$ cat src/rtl/seq_datapath.sv
// Multi-cycle register-file / ALU / shifter datapath.
// Each accepted micro-op runs IDLE -> READ -> EXEC -> WRITE, one stage per clock.
module seq_datapath #(
  parameter int DATA_WIDTH = 8,
  parameter int ADDR_WIDTH = 3
) (
  input  logic                  CLK,
  input  logic                  RSTn,
  input  logic                  cmd_valid,
  output logic                  cmd_ready,
  input  logic [2:0]            cmd_op,
  input  logic [1:0]            cmd_shift,
  input  logic [ADDR_WIDTH-1:0] cmd_wa,
  input  logic [ADDR_WIDTH-1:0] cmd_raa,
  input  logic [ADDR_WIDTH-1:0] cmd_rab,
  input  logic [DATA_WIDTH-1:0] Inport,
  output logic [DATA_WIDTH-1:0] Outport,
  output logic                  out_valid,
  output logic                  Zero,
  output logic                  Carry,
  output logic [1:0]            dbg_state
);

  // Handshake: a command transfers on a rising edge where cmd_valid && cmd_ready.
  // cmd_ready depends only on state and reset, never on cmd_valid.

  localparam int DEPTH = 1 << ADDR_WIDTH;

  localparam logic [2:0] OP_NOP  = 3'b000;
  localparam logic [2:0] OP_LOAD = 3'b001;
  localparam logic [2:0] OP_ADD  = 3'b010;
  localparam logic [2:0] OP_SUB  = 3'b011;
  localparam logic [2:0] OP_AND  = 3'b100;
  localparam logic [2:0] OP_OR   = 3'b101;
  localparam logic [2:0] OP_XOR  = 3'b110;
  localparam logic [2:0] OP_PASS = 3'b111;

  localparam logic [1:0] SH_NONE = 2'b00;
  localparam logic [1:0] SH_SHL  = 2'b01;
  localparam logic [1:0] SH_SHR  = 2'b10;
  localparam logic [1:0] SH_ROR  = 2'b11;

  typedef enum logic [1:0] {
    S_IDLE  = 2'd0,
    S_READ  = 2'd1,
    S_EXEC  = 2'd2,
    S_WRITE = 2'd3
  } state_t;

  state_t                state_q, state_d;
  logic [2:0]            op_q;
  logic [1:0]            shift_q;
  logic [ADDR_WIDTH-1:0] wa_q, raa_q, rab_q;
  logic [DATA_WIDTH-1:0] in_q, a_q, b_q, res_q;
  logic [DATA_WIDTH-1:0] regs_q [DEPTH];
  logic [DATA_WIDTH-1:0] outport_q;
  logic                  out_valid_q, zero_q, carry_q;

  logic [DATA_WIDTH:0]   alu;
  logic [DATA_WIDTH-1:0] shifted;
  logic [DATA_WIDTH-1:0] res_d;
  logic                  zero_d, carry_d, flag_upd;

  assign cmd_ready = (state_q == S_IDLE) && RSTn;
  assign Outport   = outport_q;
  assign out_valid = out_valid_q;
  assign Zero      = zero_q;
  assign Carry     = carry_q;
  assign dbg_state = state_q;

  always_comb begin
    state_d = state_q;
    case (state_q)
      S_IDLE:  if (cmd_valid && cmd_ready) state_d = S_READ;
      S_READ:  state_d = S_EXEC;
      S_EXEC:  state_d = S_WRITE;
      S_WRITE: state_d = S_IDLE;
      default: state_d = S_IDLE;
    endcase
  end

  // ALU is one bit wider than the data so bit DATA_WIDTH carries ADD carry / SUB borrow.
  always_comb begin
    alu      = '0;
    flag_upd = 1'b1;
    case (op_q)
      OP_ADD:  alu = {1'b0, a_q} + {1'b0, b_q};
      OP_SUB:  alu = {1'b0, a_q} - {1'b0, b_q};
      OP_AND:  alu = {1'b0, a_q & b_q};
      OP_OR:   alu = {1'b0, a_q | b_q};
      OP_XOR:  alu = {1'b0, a_q ^ b_q};
      OP_PASS: alu = {1'b0, a_q};
      default: flag_upd = 1'b0;
    endcase

    shifted = alu[DATA_WIDTH-1:0];
    case (shift_q)
      SH_NONE: shifted = alu[DATA_WIDTH-1:0];
      SH_SHL:  shifted = {alu[DATA_WIDTH-2:0], 1'b0};
      SH_SHR:  shifted = {1'b0, alu[DATA_WIDTH-1:1]};
      SH_ROR:  shifted = {alu[0], alu[DATA_WIDTH-1:1]};
      default: shifted = alu[DATA_WIDTH-1:0];
    endcase

    res_d   = (op_q == OP_LOAD) ? in_q : shifted;
    zero_d  = (shifted == '0);
    carry_d = ((op_q == OP_ADD) || (op_q == OP_SUB)) ? alu[DATA_WIDTH] : 1'b0;
  end

  always_ff @(posedge CLK) begin
    if (!RSTn) begin
      state_q     <= S_IDLE;
      op_q        <= OP_NOP;
      shift_q     <= SH_NONE;
      wa_q        <= '0;
      raa_q       <= '0;
      rab_q       <= '0;
      in_q        <= '0;
      a_q         <= '0;
      b_q         <= '0;
      res_q       <= '0;
      outport_q   <= '0;
      out_valid_q <= 1'b0;
      zero_q      <= 1'b0;
      carry_q     <= 1'b0;
      for (int i = 0; i < DEPTH; i++) regs_q[i] <= '0;
    end else begin
      state_q     <= state_d;
      out_valid_q <= 1'b0;
      case (state_q)
        S_IDLE: begin
          if (cmd_valid && cmd_ready) begin
            op_q    <= cmd_op;
            shift_q <= cmd_shift;
            wa_q    <= cmd_wa;
            raa_q   <= cmd_raa;
            rab_q   <= cmd_rab;
            in_q    <= Inport;
          end
        end
        S_READ: begin
          a_q <= regs_q[raa_q];
          b_q <= regs_q[rab_q];
        end
        S_EXEC: begin
          res_q <= res_d;
          if (flag_upd) begin
            zero_q  <= zero_d;
            carry_q <= carry_d;
          end
        end
        S_WRITE: begin
          if (op_q != OP_NOP) begin
            regs_q[wa_q] <= res_q;
            outport_q    <= res_q;
            out_valid_q  <= 1'b1;
          end
        end
        default: ;
      endcase
    end
  end

endmodule

$ cat config.mk
export PLATFORM = sky130hd
export DESIGN_NAME = seq_datapath
export DESIGN_NICKNAME = d
export VERILOG_FILES = /design/src/rtl/seq_datapath.sv
export SDC_FILE = /design/constraint.sdc
export NUM_CORES = 1
export LEC_CHECK = 0
export ABC_CLOCK_PERIOD_IN_PS = 3000
export BUFFER_PORTS_ARGS = -buffer_cell sky130_fd_sc_hd__buf_4
export CORE_AREA = 2 2 120 134
export DETAILED_ROUTE_END_ITERATION = 10
export DIE_AREA = 0 0 122 136
export RECOVER_POWER = 100
export SLEW_MARGIN = 40
export SYNTH_ARGS = -nofsm -noshare
export SYNTH_HDL_FRONTEND = slang
export SYNTH_SLANG_ARGS = --single-unit
$ cat constraint.sdc
create_clock -name CLK -period 3 [get_ports CLK]
set_input_delay 0.3 -clock CLK [delete_from_list [all_inputs] [get_ports CLK]]
set_output_delay 0.3 -clock CLK [all_outputs]
set_load 0.01 [all_outputs]
==> flow_metrics.env <==
export IMPL_synth_edf_count=64
export IMPL_syn_area_per_cell_um2=10.7
export IMPL_grt_max_degree=45
export IMPL_fin_ws_ns=0.161
export IMPL_drc=0
export IMPL_io_buffers=38
export IMPL_crit_fanout=4
export IMPL_start_util_pct=44.2
export IMPL_cts_root_buf="clkbuf_16"
export IMPL_ir_drop_mv=0.506
export IMPL_yosys_area_top_type="edfxtp_1"
export IMPL_cts_tree="yes"
export IMPL_grt_use_total_pct=22.5
export IMPL_skew_ns=0.00966
export IMPL_slew_headroom_pct=1.40
export IMPL_tightest_slew_ns=1.48
export IMPL_netlist_area_um2=6770
export IMPL_finalSetupViolCount=0
export IMPL_cpLargestDelayFamily="simple AND/OR/NAND/NOR gates"
export IMPL_status="finished, final reports clean"
export IMPL_fmax_ghz=0.352
export IMPL_wl_per_cell_um=19.5
export IMPL_p_leak_uw=0.00286
export IMPL_crit_top_cell="xnor2_1"
export IMPL_die_w_um=122
export IMPL_synthCells=630
export IMPL_ys_warn_count=0
export IMPL_ys_async_sr_fraction_pct=0
export IMPL_endpoint_kind="register"
export IMPL_fin_hold_ws_ns=0.0660
export IMPL_routed_wl_um=17400
export IMPL_ios=39
export IMPL_netlist_top_cells_count="81 x nand2_1, 69 x and2_1, 64 x edfxtp_1, 59 x dfxtp_1, 44 x nor2_1"
export IMPL_crit_chain="inv_1 -> nand3_1 -> or3_1 -> nand2_1 -> xnor2_1 -> ha_1 -> or2_2 -> a21oi_1 -> a31oi_1 -> xnor2_1 -> o211ai_1 -> o311a_1 -> o41ai_2"
export IMPL_fin_crit_sh_pct=94.6
export IMPL_synth_main_ff_cell="edfxtp_1"
export IMPL_crit_required_ns=3.33
export IMPL_yosys_area_top_type_share_pct=28.4
export IMPL_core_um2=15300
export IMPL_critPathMaxStageDelay_ns=0.34
export IMPL_die_area_um2=16600
export IMPL_viasPerCell=5.54
export IMPL_drv_slew=0
export IMPL_p_per_area_nw_per_um2=956
export IMPL_gp_congestion=0.881
export IMPL_drive_gt1_share_pct=19.5
export IMPL_cts_hold_buf=0
export IMPL_hp_class="in2reg"
export IMPL_period_needed_ns=2.84
export IMPL_clk_pin_slew_ns=0.06
export IMPL_finalNetCount=734
export IMPL_antenna_found_initial=0
export IMPL_critPathLaunchType="register"
export IMPL_synth_seq_cells=123
export IMPL_dp_hpwl_um=12600
export IMPL_cts_max_level=4
export IMPL_final_antenna_net_count=0
export IMPL_dpl_worst_slack_ns=0.0844
export IMPL_drtIter0Drc=369
export IMPL_yosysMostFrequentCell="nand2_1"
export IMPL_hold_viol=0
export IMPL_multiInputGateArea_um2=3450
export IMPL_register_area_um2=3110
export IMPL_drt_pass1_iter_count=7
export IMPL_cts_buffer_depth=2
export IMPL_overflow=0
export IMPL_num_antenna_cells=0
export IMPL_grt_pass1_wl_um=27300
export IMPL_die_y_um=136
export IMPL_rows=48
export IMPL_arrival_ns=3.17
export IMPL_insertion_delay_ns=0.43
export IMPL_synth_area_leaders="edfxtp_1 28%, dfxtp_1 17%, mux4_2 12%"
export IMPL_via_count=4945
export IMPL_critical_path_class="reg2reg"
export IMPL_rsz0062_at_grt="true"
export IMPL_grt_pass1_vias=4910
export IMPL_max_cap_viol_count=0
export IMPL_syn2layout_area_growth_pct=16.8
export IMPL_yosysSeqAreaShare_pct=45.8
export IMPL_ys_types=55
export IMPL_cts_sink_count=123
export IMPL_crit_path_top_delay_cell="or3_1"
export IMPL_num_fill_cells=1378
export IMPL_syn_num_nets=685
export IMPL_path_buf_inv=1
export IMPL_cts_buffers=17
-- metal layers --
| metal | up-vias | track usage, % | routed length (um) |
|---|---|---|---|
| li1 | 2381 | - | - |
| met1 | 2416 | 28.2 | 7380 |
| met2 | 127 | 38.6 | 8930 |
| met3 | 21 | 6.29 | 880 |
| met4 | 0 | 5.04 | 201 |
| met5 | - | 0 | 0 |
-- placed cells by master (no fill, tap or decap), types with 8 or more instances in the layout --
cell type,Yosys,final
xnor2_1,8,8
o21ai_0,39,31
a21oi_1,21,20
inv_1,29,29
and2_0,0,42
nor2_1,44,44
edfxtp_1,64,64
buf_4,1,43
clkbuf_1,23,21
nand2_1,81,81
clkbuf_16,0,18
and2_1,69,26
a211oi_1,20,19
ha_1,29,28
mux4_2,36,36
mux2i_1,20,20
dfxtp_1,59,57
-- sequential cells by signal, indices dropped and copies added, names as in the netlist, 3 cells and up --
register	count
regs_q	64
Outport	8
a_q	8
b_q	8
in_q	8
res_q	8
op_q	3
raa_q	3
rab_q	3
wa_q	3
-- stage by stage --
stage,power [uW],utilization [%],cells,setup TNS [ns],instance area (um2)
global placement,5350,47.9,858,0,7340
floorplan,4510,-,630,0,6770
finish,7560,51.6,892,0,7910
global route,8100,51.6,892,-0.0376,7910
detailed placement,5420,48.0,858,0,7350
CTS,7400,51.7,890,0,7920
-- worst min-delay path, delay by kind of cell --
| kind | cells | cell delay (ns) |
|---|---|---|
| AO/OA/AOI/OAI | 1 | 0.05 |
| buffers and inverters | 1 | 0.08 |
| AND/OR/NAND/NOR | 1 | 0.04 |
-- cell type report --
type / count / area share [%]
clock buffer: 19 / 5.74
clock inverter: 13 / 1.50
inverter: 31 / 1.47
multi-input combinational: 441 / 43.6
sequential: 123 / 39.3
tap: 200 / 3.17
timing repair buffer: 65 / 5.19
-- kinds of logic (layout without fill, tap and decap cells) --
logic type                 Yosys count  after routing  synth area share, %
adders and majority gates           30             30                 5.65
muxes                               58             58                 15.3
and+or+nand+nor                    225            225                 16.2
buffers and inverters               66            128                 3.95
DFF                                123            123                 45.8
xor gates and xnor gates             8              8                 1.03
AOI/OAI and AO/OA                  120            120                 12.0
-- what timing repair did --
action | in CTS | in global routing
endpoints found under the setup margin | 0 | 8
setup buffers | 0 | 2
gates resized for setup | 0 | 16
-- where the power goes --
group          internal (uW)  switching (uW)
combinational           1430            1710
clock                   1190             776
sequential              2020             431
-- worst paths after layout --
path | from | end | slack (ns) | depth (start not counted)
setup reg to reg | b_q[3] | Zero | 0.16 | 13
setup / recovery | b_q[3] | Zero | 0.16 | 13
hold / removal | cmd_shift[1] | shift_q[1] | 0.07 | 3
hold reg to reg | Outport[6] | Outport[6] | 0.45 | 2
Power figures use the tool's default switching activity.
